===== config.mk =====
export PLATFORM = sky130hd
export DESIGN_NAME = spi_host_fifo_ctrl
export DESIGN_NICKNAME = d
export VERILOG_FILES = /design/src/rtl/spi_host_fifo_pkg.sv /design/src/rtl/prim_fifo_sync.sv /design/src/rtl/spi_shift_engine.sv /design/src/rtl/spi_host_fifo_ctrl.sv
export SDC_FILE = /design/constraint.sdc
export NUM_CORES = 1
export LEC_CHECK = 0
export ABC_CLOCK_PERIOD_IN_PS = 12350
export CORE_MARGIN = 2
export CORE_UTILIZATION = 47
export CTS_BUF_LIST = sky130_fd_sc_hd__clkbuf_4
export CTS_CLUSTER_SIZE = 25
export DETAILED_ROUTE_END_ITERATION = 16
export PLACE_DENSITY = 0.66
export SKIP_LAST_GASP = 1
export SLEW_MARGIN = 30
export SYNTH_ARGS = -nofsm -noshare
export SYNTH_HDL_FRONTEND = slang
export SYNTH_SLANG_ARGS = --single-unit

===== constraint.sdc =====
create_clock -name clk_i -period 12.35 [get_ports clk_i]
set_input_delay 1.8525 -clock clk_i [delete_from_list [all_inputs] [get_ports clk_i]]
set_output_delay 1.8525 -clock clk_i [all_outputs]
set_load 0.05 [all_outputs]

===== src/rtl/spi_host_fifo_pkg.sv =====
// Shared register offsets, register layouts and engine state encoding
// for the SPI host with TX/RX FIFOs.
package spi_host_fifo_pkg;

  localparam logic [11:0] ADDR_TX     = 12'h000;
  localparam logic [11:0] ADDR_RX     = 12'h004;
  localparam logic [11:0] ADDR_STATUS = 12'h008;
  localparam logic [11:0] ADDR_CTRL   = 12'h00C;

  localparam logic [31:0] CTRL_WMASK  = 32'h0F1F_FFFF;

  typedef struct packed {
    logic [3:0]  rsvd1;
    logic [3:0]  cs_sel;
    logic [2:0]  rsvd0;
    logic        txie;
    logic        rxie;
    logic        rx_en;
    logic        cpha;
    logic        cpol;
    logic [15:0] clkdiv;
  } ctrl_t;

  typedef struct packed {
    logic [7:0] rsvd2;
    logic [7:0] rx_depth;
    logic [8:0] rsvd1;
    logic       rx_ovf;
    logic       tx_ovf;
    logic       busy;
    logic       rx_empty;
    logic       rx_full;
    logic       tx_empty;
    logic       tx_full;
  } status_t;

  typedef enum logic [1:0] {
    ST_IDLE,
    ST_CS_SETUP,
    ST_SHIFT,
    ST_CS_HOLD
  } spi_state_e;

endpackage


===== src/rtl/prim_fifo_sync.sv =====
// Synchronous FIFO with optional fall-through when empty (Pass).
// Full is reported from the registered count, so a push while full is refused even if a pop happens.
module prim_fifo_sync #(
  parameter int Width = 16,
  parameter bit Pass  = 1'b1,
  parameter int Depth = 4
) (
  input  logic                       clk_i,
  input  logic                       rst_ni,
  input  logic                       clr_i,
  input  logic                       wvalid_i,
  output logic                       wready_o,
  input  logic [Width-1:0]           wdata_i,
  output logic                       rvalid_o,
  input  logic                       rready_i,
  output logic [Width-1:0]           rdata_o,
  output logic                       full_o,
  output logic [$clog2(Depth+1)-1:0] depth_o
);
  localparam int PtrW   = (Depth > 1) ? $clog2(Depth) : 1;
  localparam int DepthW = $clog2(Depth+1);

  logic [Width-1:0]  mem_q [Depth];
  logic [PtrW-1:0]   wptr_q, rptr_q;
  logic [DepthW-1:0] cnt_q;
  logic              empty, pass, do_push, do_pop;

  assign empty    = (cnt_q == '0);
  assign full_o   = (cnt_q == DepthW'(Depth));
  assign depth_o  = cnt_q;
  assign pass     = Pass && empty;
  assign wready_o = ~full_o;
  assign rvalid_o = ~empty | (pass & wvalid_i);
  assign rdata_o  = pass ? wdata_i : mem_q[rptr_q];
  assign do_push  = wvalid_i & wready_o & ~(pass & rready_i);
  assign do_pop   = rready_i & ~empty;

  always_ff @(posedge clk_i) begin
    if (do_push) mem_q[wptr_q] <= wdata_i;
  end

  always_ff @(posedge clk_i or negedge rst_ni) begin
    if (!rst_ni) begin
      wptr_q <= '0;
      rptr_q <= '0;
      cnt_q  <= '0;
    end else if (clr_i) begin
      wptr_q <= '0;
      rptr_q <= '0;
      cnt_q  <= '0;
    end else begin
      if (do_push) wptr_q <= (wptr_q == PtrW'(Depth-1)) ? '0 : wptr_q + 1'b1;
      if (do_pop)  rptr_q <= (rptr_q == PtrW'(Depth-1)) ? '0 : rptr_q + 1'b1;
      cnt_q <= cnt_q + DepthW'(do_push) - DepthW'(do_pop);
    end
  end
endmodule


===== src/rtl/spi_shift_engine.sv =====
// SPI transfer engine: burst sequencing FSM, SCK half-period down-counter and shift registers.
// state       | meaning
// ST_IDLE     | waiting for TX data; config latched on exit
// ST_CS_SETUP | CS asserted, waiting CLKDIV+1 cycles before the first word
// ST_SHIFT    | shifting words; 2*DataWidth half-periods each
// ST_CS_HOLD  | CS still asserted for CLKDIV+1 cycles after the last word
module spi_shift_engine
  import spi_host_fifo_pkg::*;
#(
  parameter int DataWidth = 8,
  parameter int NumCs     = 1
) (
  input  logic                 clk_i,
  input  logic                 rst_i,
  input  logic                 tx_valid_i,
  input  logic [DataWidth-1:0] tx_data_i,
  input  logic [15:0]          clkdiv_i,
  input  logic                 cpol_i,
  input  logic                 cpha_i,
  input  logic [3:0]           cs_sel_i,
  input  logic                 spi_rx_i,
  output logic                 tx_pop_o,
  output logic                 word_done_o,
  output logic [DataWidth-1:0] rx_data_o,
  output logic                 busy_o,
  output logic                 sck_o,
  output logic                 spi_tx_o,
  output logic [NumCs-1:0]     cs_no
);
  localparam int HalfW = $clog2(2*DataWidth+1);

  spi_state_e           state_q, state_d;
  logic [15:0]          cnt_q, cnt_d, clkdiv_q, clkdiv_d;
  logic [HalfW-1:0]     half_q, half_d, half_nxt;
  logic [DataWidth-1:0] tx_sh_q, tx_sh_d, rx_sh_q, rx_sh_d;
  logic                 sck_q, sck_d, cpol_q, cpol_d, cpha_q, cpha_d;
  logic [NumCs-1:0]     cs_q, cs_d, cs_dec;
  logic                 start;

  always_comb begin
    state_d = state_q;  cnt_d = cnt_q;      half_d = half_q;
    tx_sh_d = tx_sh_q;  rx_sh_d = rx_sh_q;  sck_d = sck_q;  cs_d = cs_q;
    clkdiv_d = clkdiv_q; cpol_d = cpol_q;   cpha_d = cpha_q;
    tx_pop_o = 1'b0;    word_done_o = 1'b0; start = 1'b0;
    half_nxt = half_q + HalfW'(1);
    cs_dec = '1;
    for (int i = 0; i < NumCs; i++) cs_dec[i] = (cs_sel_i != 4'(i));

    unique case (state_q)
      ST_IDLE: begin
        if (tx_valid_i) begin
          clkdiv_d = clkdiv_i;
          cpol_d   = cpol_i;
          cpha_d   = cpha_i;
          sck_d    = cpol_i;
          cs_d     = cs_dec;
          cnt_d    = clkdiv_i;
          state_d  = ST_CS_SETUP;
        end
      end
      ST_CS_SETUP: begin
        if (cnt_q == '0) start = 1'b1;
        else             cnt_d = cnt_q - 16'd1;
      end
      ST_SHIFT: begin
        if (cnt_q != '0) begin
          cnt_d = cnt_q - 16'd1;
        end else if (half_nxt == HalfW'(2*DataWidth)) begin
          word_done_o = 1'b1;
          if (tx_valid_i) begin
            start = 1'b1;
          end else begin
            sck_d   = cpol_q;
            cnt_d   = clkdiv_q;
            state_d = ST_CS_HOLD;
          end
        end else begin
          // odd half-periods begin at the sample edge, even ones at the shift edge
          half_d = half_nxt;
          cnt_d  = clkdiv_q;
          sck_d  = cpol_q ^ cpha_q ^ half_nxt[0];
          if (half_nxt[0]) rx_sh_d = {rx_sh_q[DataWidth-2:0], spi_rx_i};
          else             tx_sh_d = tx_sh_q << 1;
        end
      end
      ST_CS_HOLD: begin
        if (cnt_q == '0) begin
          cs_d    = '1;
          state_d = ST_IDLE;
        end else begin
          cnt_d = cnt_q - 16'd1;
        end
      end
      default: state_d = ST_IDLE;
    endcase

    if (start) begin
      tx_pop_o = 1'b1;
      tx_sh_d  = tx_data_i;
      half_d   = '0;
      cnt_d    = clkdiv_q;
      sck_d    = cpol_q ^ cpha_q;
      state_d  = ST_SHIFT;
    end
  end

  always_ff @(posedge clk_i or posedge rst_i) begin
    if (rst_i) begin
      state_q  <= ST_IDLE;
      cnt_q    <= '0;
      half_q   <= '0;
      tx_sh_q  <= '0;
      rx_sh_q  <= '0;
      sck_q    <= 1'b0;
      cs_q     <= '1;
      clkdiv_q <= '0;
      cpol_q   <= 1'b0;
      cpha_q   <= 1'b0;
    end else begin
      state_q  <= state_d;
      cnt_q    <= cnt_d;
      half_q   <= half_d;
      tx_sh_q  <= tx_sh_d;
      rx_sh_q  <= rx_sh_d;
      sck_q    <= sck_d;
      cs_q     <= cs_d;
      clkdiv_q <= clkdiv_d;
      cpol_q   <= cpol_d;
      cpha_q   <= cpha_d;
    end
  end

  assign busy_o    = (state_q != ST_IDLE);
  assign sck_o     = sck_q;
  assign spi_tx_o  = tx_sh_q[DataWidth-1];
  assign cs_no     = cs_q;
  assign rx_data_o = rx_sh_q;
endmodule


===== src/rtl/spi_host_fifo_ctrl.sv =====
// Memory-mapped SPI host: register file, bus decode and TX/RX FIFOs around the shift engine.
module spi_host_fifo_ctrl
  import spi_host_fifo_pkg::*;
#(
  parameter int ClockFrequency = 50_000_000,
  parameter int BaudRate       = 12_500_000,
  parameter int DataWidth      = 8,
  parameter int TxDepth        = 16,
  parameter int RxDepth        = 16,
  parameter int NumCs          = 1
) (
  input  logic             clk_i,
  input  logic             rst_i,
  input  logic             device_req_i,
  input  logic [31:0]      device_addr_i,
  input  logic             device_we_i,
  input  logic [3:0]       device_be_i,
  input  logic [31:0]      device_wdata_i,
  output logic             device_rvalid_o,
  output logic [31:0]      device_rdata_o,
  input  logic             spi_rx_i,
  output logic             spi_tx_o,
  output logic             sck_o,
  output logic [NumCs-1:0] cs_no,
  output logic             irq_o
);
  localparam logic [15:0] ClkDivRst = 16'(ClockFrequency / (2 * BaudRate) - 1);

  ctrl_t       ctrl_q, ctrl_d;
  status_t     status;
  logic        tx_ovf_q, tx_ovf_d, rx_ovf_q, rx_ovf_d, rvalid_q;
  logic [31:0] rdata_q, rdata_d;
  logic [11:0] addr;
  logic        wr, rd, tx_push, rx_pop, rx_push;
  logic        tx_wready, tx_rvalid, tx_full, rx_wready, rx_rvalid, rx_full;
  logic        eng_pop, eng_done, eng_busy;
  logic [DataWidth-1:0]         tx_rdata, rx_rdata, eng_rx_data;
  logic [$clog2(RxDepth+1)-1:0] rx_depth;
  logic [$clog2(TxDepth+1)-1:0] unused_tx_depth;
  logic                         unused_bus;

  assign addr       = device_addr_i[11:0];
  assign wr         = device_req_i & device_we_i;
  assign rd         = device_req_i & ~device_we_i;
  assign tx_push    = wr && (addr == ADDR_TX);
  assign rx_pop     = rd && (addr == ADDR_RX);
  assign rx_push    = eng_done & ctrl_q.rx_en;
  assign unused_bus = ^{device_be_i, device_addr_i[31:12], unused_tx_depth};

  prim_fifo_sync #(.Width(DataWidth), .Pass(1'b0), .Depth(TxDepth)) u_tx_fifo (
    .clk_i, .rst_ni(~rst_i), .clr_i(1'b0),
    .wvalid_i(tx_push), .wready_o(tx_wready), .wdata_i(device_wdata_i[DataWidth-1:0]),
    .rvalid_o(tx_rvalid), .rready_i(eng_pop), .rdata_o(tx_rdata),
    .full_o(tx_full), .depth_o(unused_tx_depth)
  );

  prim_fifo_sync #(.Width(DataWidth), .Pass(1'b0), .Depth(RxDepth)) u_rx_fifo (
    .clk_i, .rst_ni(~rst_i), .clr_i(1'b0),
    .wvalid_i(rx_push), .wready_o(rx_wready), .wdata_i(eng_rx_data),
    .rvalid_o(rx_rvalid), .rready_i(rx_pop), .rdata_o(rx_rdata),
    .full_o(rx_full), .depth_o(rx_depth)
  );

  spi_shift_engine #(.DataWidth(DataWidth), .NumCs(NumCs)) u_engine (
    .clk_i, .rst_i,
    .tx_valid_i(tx_rvalid), .tx_data_i(tx_rdata),
    .clkdiv_i(ctrl_q.clkdiv), .cpol_i(ctrl_q.cpol), .cpha_i(ctrl_q.cpha), .cs_sel_i(ctrl_q.cs_sel),
    .spi_rx_i, .tx_pop_o(eng_pop), .word_done_o(eng_done), .rx_data_o(eng_rx_data),
    .busy_o(eng_busy), .sck_o, .spi_tx_o, .cs_no
  );

  always_comb begin
    status          = '0;
    status.tx_full  = tx_full;
    status.tx_empty = ~tx_rvalid;
    status.rx_full  = rx_full;
    status.rx_empty = ~rx_rvalid;
    status.busy     = eng_busy;
    status.tx_ovf   = tx_ovf_q;
    status.rx_ovf   = rx_ovf_q;
    status.rx_depth = 8'(rx_depth);
  end

  always_comb begin
    ctrl_d   = ctrl_q;
    tx_ovf_d = tx_ovf_q;
    rx_ovf_d = rx_ovf_q;
    rdata_d  = '0;
    if (wr && addr == ADDR_CTRL) ctrl_d = ctrl_t'(device_wdata_i & CTRL_WMASK);
    if (wr && addr == ADDR_STATUS) begin
      if (device_wdata_i[5]) tx_ovf_d = 1'b0;
      if (device_wdata_i[6]) rx_ovf_d = 1'b0;
    end
    // set after clear so a coincident overflow wins over write-1-to-clear
    if (tx_push && !tx_wready) tx_ovf_d = 1'b1;
    if (rx_push && !rx_wready) rx_ovf_d = 1'b1;
    if (rd) begin
      case (addr)
        ADDR_RX:     rdata_d = rx_rvalid ? 32'(rx_rdata) : '0;
        ADDR_STATUS: rdata_d = status;
        ADDR_CTRL:   rdata_d = ctrl_q;
        default:     rdata_d = '0;
      endcase
    end
  end

  always_ff @(posedge clk_i or posedge rst_i) begin
    if (rst_i) begin
      ctrl_q   <= ctrl_t'({16'h0000, ClkDivRst});
      tx_ovf_q <= 1'b0;
      rx_ovf_q <= 1'b0;
      rvalid_q <= 1'b0;
      rdata_q  <= '0;
    end else begin
      ctrl_q   <= ctrl_d;
      tx_ovf_q <= tx_ovf_d;
      rx_ovf_q <= rx_ovf_d;
      rvalid_q <= device_req_i;
      rdata_q  <= rdata_d;
    end
  end

  assign device_rvalid_o = rvalid_q;
  assign device_rdata_o  = rdata_q;
  assign irq_o = (rx_rvalid & ctrl_q.rxie) | (~tx_rvalid & ctrl_q.txie);
endmodule

==> flow_summary.yaml, run 1 <==
synthesis:
  syn_area_per_cell_um2: 15.0
  synth-simple-area-share_pct: 7.95
  yosysUniqueCellTypes: 69
  seq_area_frac_synth_pct: 65.2
  yosys.area.top_type: "edfxtp_1"
  ys.flop_type: "edfxtp_1"
  async_reset_ff_share_pct: 35.0
  muxShareOfSynthArea_pct: 13.6
  synthAdderAreaFrac_pct: 2.43
  yosys_warnings: 0
  synth_top_family_by_area: "multiplexers"
  synth-compound-area-share_pct: 6.86
  synth_enable_flop_cells: 256
  synthCells: 1142
  synth.top_cell.area_share_pct: 45.0
  yosys-top-cells-area: "edfxtp_1 (45%), dfrtp_1 (20%), mux4_2 (9.8%), mux2_2 (2.8%), ha_1 (2.2%)"
  synth-xor-area-share_pct: 1.49
  synth_area_um2: 17100
  ys_ff_latch: 394
timing:
  max_freq_mhz: 204
  tns_ps: 0
  slew_headroom_pct: 33.9
  setup_viol: 0
  grt_setup_unrepaired: "no"
  finalCriticalPeriod_ps: 4910
  hold_viol: 0
  skew_ps: 55.9
  fin_ws_ps: 7440
  worstMarginPinSlew_ps: 990
  finalCritPeriodShare_pct: 39.8
  slew_violations: 0
cts:
  cts_resized: 0
  clkSlewWorstSetupHoldPaths_ps: 60
  cts_buffers: 100
  cts-htree-levels: 3
  clk_latency_ps: 810
  cts_setup_buffers: 0
  root_buffer: "clkbuf_4"
  clockBufferDepth: 3
  cts_tree: "yes"
  cts_hold_buf: 0
  cts.sinks: 394
detailed_routing:
  wl_mm: 36.7
  detail-route-antenna-nets: 0
  first_pass_iters: 8
  post_drt_wl_per_cell_um: 20.1
  viasPerCell: 5.58
  drc: 0
  drt_iter0_markers: 601
  vias: 10158
hold_path:
  min-delay-start: "rx_ovf_q"
  hold_end: "rx_ovf_q"
  min_path_type: "reg -> reg"
  hold_path_depth: 2
layout:
  drive_gt1_share_pct: 24.8
  nets: 1384
  syn2layout_area_growth_pct: 15.1
  mostFrequentLayoutCells: "edfxtp_1 (256), clkbuf_4 (162), dfrtp_1 (133), nand2_1 (100), mux4_2 (74)"
  final_cells: 1820
  fin_util_pct: 55.2
  fin_area_um2: 19700
  final_common_cell: "edfxtp_1"
pwr:
  ir_worst_vdd_uv: 105
  power.leakage_nw: 7.42
  power_density_nw_per_um2: 149
critical_path:
  critPathMaxFanout: 3
  arrival_ps: 3060
  r2r_end: "u_tx_fifo.depth_o[4]"
  startpoint: "u_rx_fifo.depth_o[3]"
  path_class: "reg -> out"
  r2r_slack_ps: 7930
  r2r_start: "u_engine.cnt_q[0]"
  startpoint_type: "flop"
  r2r_cells: 16
  worst_setup_path_end_kind: "output port"
  cp_data_required_time_ps: 10500
global_routing:
  grt_max_degree: 83
  grt_pass1_wl_mm: 58.3
  grtUsageTotal_pct: 20.1
  grt_antenna_before_repair: 1
  grt_pass1_vias: 10434
  grt-ovfl-total: 0
placement:
  post-place-ws_ps: 7470
  placed_cell_area_um2: 18300
  place.gp.congestion: 0.873
  io_buffers: 71
  dp.cells: 1638
  dp_hpwl_mm: 23.8
die:
  die_w_um: 195
  fp-row-count: 69
  fp.dieH_um: 195
  dieArea_um2: 37900
  ioPinCount: 110
  start_util_pct: 47.9
  core_area_um2: 35700
status:
  status: "complete, no violations"
run:
  cap_violations: 0
[flip-flops by register name, summed over array words and instances, names as in the netlist, 2 cells and up]
| register | cells |
|---|---|
| u_rx_fifo.rptr_q | 4 |
| u_engine.rx_data_o | 8 |
| u_engine.cnt_q | 16 |
| u_engine.half_q | 5 |
| u_rx_fifo.depth_o | 5 |
| u_engine.state_q | 2 |
| u_tx_fifo.rptr_q | 4 |
| u_rx_fifo.mem_q | 128 |
| ctrl_q | 25 |
| u_engine.tx_sh_q | 8 |
| u_tx_fifo.depth_o | 5 |
| device_rdata_o | 25 |
| u_tx_fifo.mem_q | 128 |
| u_tx_fifo.wptr_q | 4 |
| u_engine.clkdiv_q | 16 |
| u_rx_fifo.wptr_q | 4 |
[final cells by class]
class                      instances  area, µm²
fill                            2923      16000
clock buffer                     162       1220
clock inverter                    18        136
tap                              461        577
inverter                          36        140
antenna                            2       5.00
timing repair buffer              94        883
multi-input combinational        653       5570
sequential                       394      11100
[synthesized netlist by cell type, drive strengths merged (13+ instances only)]
master  instances
mux4           74
nand2         100
a22oi          13
ha             30
mux2i          19
buf            21
nand3          20
nor2           67
nor4           14
mux2           42
dfrtp         136
clkbuf         44
inv            35
nor3           15
and2           16
a21oi          33
xnor2          17
o21ai          37
edfxtp        256
[worst max-delay path, stage by stage, from the launching register on]
cell and delay [ps]:
dfrtp_1 420, inv_1 90, ha_1 180, or4b_2 650, a22o_1 220, clkdlybuf4s50_1 700
[metrics by stage]
stage                     power, W  hold WS (ps)
after floorplan            0.00173           438
after global placement     0.00180           459
after detailed placement   0.00181           476
after CTS                  0.00297           478
after global routing       0.00307           501
final                      0.00293           486
[logic make-up after synthesis]
group | Yosys count
muxes | 135
other | 1
xor gates and xnor gates | 29
AOI/OAI and AO/OA | 169
and+or+nand+nor | 281
DFF | 394
buffers and inverters | 101
adders and majority gates | 32
[power breakdown]
part / leakage [nW] / internal, W / switching, W
combinational: 2.46 / 0.000125 / 0.000141
sequential: 4.15 / 0.00145 / 0.0000672
clock: 0.807 / 0.000632 / 0.000513
[worst max path at each step]
stage | end | slack (ps) | cells after the start
5_1_grt | irq_o | 7280 | 5
2_1_floorplan | ctrl_q[10] | 6800 | 1
6_report | irq_o | 7440 | 5
4_1_cts | irq_o | 7350 | 5
3_5_place_dp | u_tx_fifo.mem_q[11][2] | 7470 | 8
3_3_place_gp | u_rx_fifo.depth_o[4] | 7480 | 12
[per-layer routing]
metal	global-route usage (%)	wire, µm	vias up
li1	-	-	4706
met1	25.4	15300	5125
met2	34.1	18900	261
met3	4.22	1700	66
met4	7.75	788	0
met5	0	0	-
Note: power is estimated with default switching activity, not from simulation.
==> inputs of run 2 (changes only) <==
ABC_CLOCK_PERIOD_IN_PS = 4510   (was 12350)
PLACE_DENSITY = 0.68   (was 0.66)
clock period = 4.51 ns   (was 12.35 ns; I/O delays follow)
==> flow_summary.yaml, run 2 (synthesized netlist as in run 1, its figures left out) <==
status:
  status: "complete, no violations"
die:
  ioPinCount: 110
  fp.dieH_um: 195
  die_w_um: 195
  core_area_um2: 35700
  fp-row-count: 69
  start_util_pct: 47.9
  dieArea_um2: 37900
critical_path:
  cp_top_family: "buffers and inverters"
  cpPeakStageDelay_ps: 800
  cp_slowest_cell: "clkdlybuf4s50_1"
  arrival_ps: 3170
  cp_data_required_time_ps: 3830
  r2r_end: "u_tx_fifo.depth_o[4]"
  crit_chain: "inv_1 -> ha_1 -> nor4b_2 -> a22o_1 -> clkdlybuf4s50_1"
  path_class: "reg -> out"
  startpoint_type: "flop"
  r2r_slack_ps: 750
  critPathMaxFanout: 3
  r2r_cells: 14
  r2r_start: "u_engine.cnt_q[7]"
  cp_num_buf_inv: 2
  worst_setup_path_end_kind: "output port"
detailed_routing:
  detail-route-antenna-nets: 0
  wl_mm: 37.0
  vias: 10389
  first_pass_iters: 8
  drt_iter0_markers: 766
  post_drt_wl_per_cell_um: 19.9
  viasPerCell: 5.58
  drc: 0
layout:
  fin_util_pct: 56.1
  nets: 1419
  ff_latch_area_um2: 11100
  final_common_cell: "edfxtp_1"
  multi_input_area_um2: 5560
  syn2layout_area_growth_pct: 16.9
  drive_gt1_share_pct: 26.7
  largestRegisters: "u_rx_fifo.mem_q (128), u_tx_fifo.mem_q (128)"
  fill_cells: 2856
  mostFrequentLayoutCells: "edfxtp_1 (256), clkbuf_4 (168), dfrtp_1 (133), nand2_1 (100), mux4_2 (74)"
timing:
  finalCriticalPeriod_ps: 3850
  slew_headroom_pct: 36.8
  hold_slack_ps: 394
  hold_viol: 0
  max_freq_mhz: 260
  skew_ps: 53.7
  slew_violations: 0
  finalCritPeriodShare_pct: 85.3
  worstMarginPinSlew_ps: 946
  tns_ps: 0
  grt_setup_unrepaired: "no"
  setup_viol: 0
cts:
  cts_tree: "yes"
  cts_resized: 0
  root_buffer: "clkbuf_4"
  cts-htree-levels: 3
  cts_setup_buffers: 0
  cts.sinks: 394
  cts_buffers: 102
  clk_latency_ps: 800
  clockBufferDepth: 3
  clkSlewWorstSetupHoldPaths_ps: 70
  cts_hold_buf: 0
pwr:
  combPwrFrac_pct: 9.1
  ir_worst_vdd_uv: 267
  power_density_nw_per_um2: 407
  power.leakage_nw: 7.63
  clkPwrFrac_pct: 39.6
  p_seq_share_pct: 51.3
  p_sw_share_pct: 24.6
  power.internal_w: 0.00613
  switchingPower_w: 0.00200
global_routing:
  grt-ovfl-total: 0
  grt_antenna_before_repair: 1
  grt_max_degree: 95
  grt_pass1_wl_mm: 58.3
  grtUsageTotal_pct: 20.0
  grt_pass1_vias: 10596
hold_path:
  min_path_type: "in -> async"
placement:
  dp_hpwl_mm: 24.0
  io_buffers: 71
  place.gp.congestion: 0.908
run:
  cap_violations: 0
==> run 2: cell types whose count changed in the layout (fill, tap and decap cells not counted), sizes merged <==
cell    change
clkbuf      +6
buf        +33
clkinv      +3
inv         +2
diode       -1
==> run 2: layout make-up <==
class / count / share of cell area (%)
diodes: 1 / 0.0125
clock buffers: 168 / 6.31
clock inverters: 23 / 0.776
inverters: 36 / 0.714
multi-input cells: 653 / 27.8
flip-flops and latches: 394 / 55.8
well taps: 461 / 2.89
repair buffers: 127 / 5.72
==> run 2: metrics by stage <==
step | setup slack, ps | std cells | total power [W] | cell area [µm²]
2_1_floorplan | 141 | 1148 | 0.00475 | 17100
3_3_place_gp | 772 | 1671 | 0.00494 | 18600
3_5_place_dp | 743 | 1671 | 0.00497 | 18600
4_1_cts | 590 | 1862 | 0.00821 | 20000
5_1_grt | 538 | 1863 | 0.00849 | 20000
6_report | 662 | 1863 | 0.00813 | 20000
==> run 2: how the worst max path moves through the flow <==
stage	startpoint	to	slack, ps	cells after the start
after floorplan	rst_i	ctrl_q[10]	140	1
after global placement	u_engine.cnt_q[6]	u_tx_fifo.depth_o[4]	770	14
after detailed placement	u_engine.cnt_q[6]	u_tx_fifo.depth_o[4]	740	14
after CTS	u_tx_fifo.depth_o[2]	irq_o	590	5
after global routing	u_tx_fifo.depth_o[3]	irq_o	540	5
final	u_tx_fifo.depth_o[2]	irq_o	660	5
==> run 2: power by group through the flow <==
stage                     Clock [W]  Sequential [W]  Combinational [W]
after floorplan                   0         0.00419           0.000557
after global placement            0         0.00423           0.000715
after detailed placement          0         0.00423           0.000736
after CTS                   0.00331         0.00416           0.000740
after global routing        0.00348         0.00419           0.000818
final                       0.00322         0.00417           0.000741
==> run 2: worst reg2reg max path, stage by stage, from the launching register on <==
cell     delay (ps)
dfrtp_1         420
or4_4           560
or2_0           360
or3_4           490
nor4b_2         430
ha_1            300
inv_1            60
ha_1            160
inv_1            60
fa_1            430
inv_1            70
a21oi_1          50
nor2_1          100
nor2_1           60
xnor2_1         110
==> run 2: routing by layer <==
metal	part of all wire, %	vias to the layer above	track usage (%)
met3	4.7	93	4.25
li1	-	4759	-
met2	51	288	33.7
met1	41	5249	25.4
met5	0	-	0
met4	3.0	0	8.01
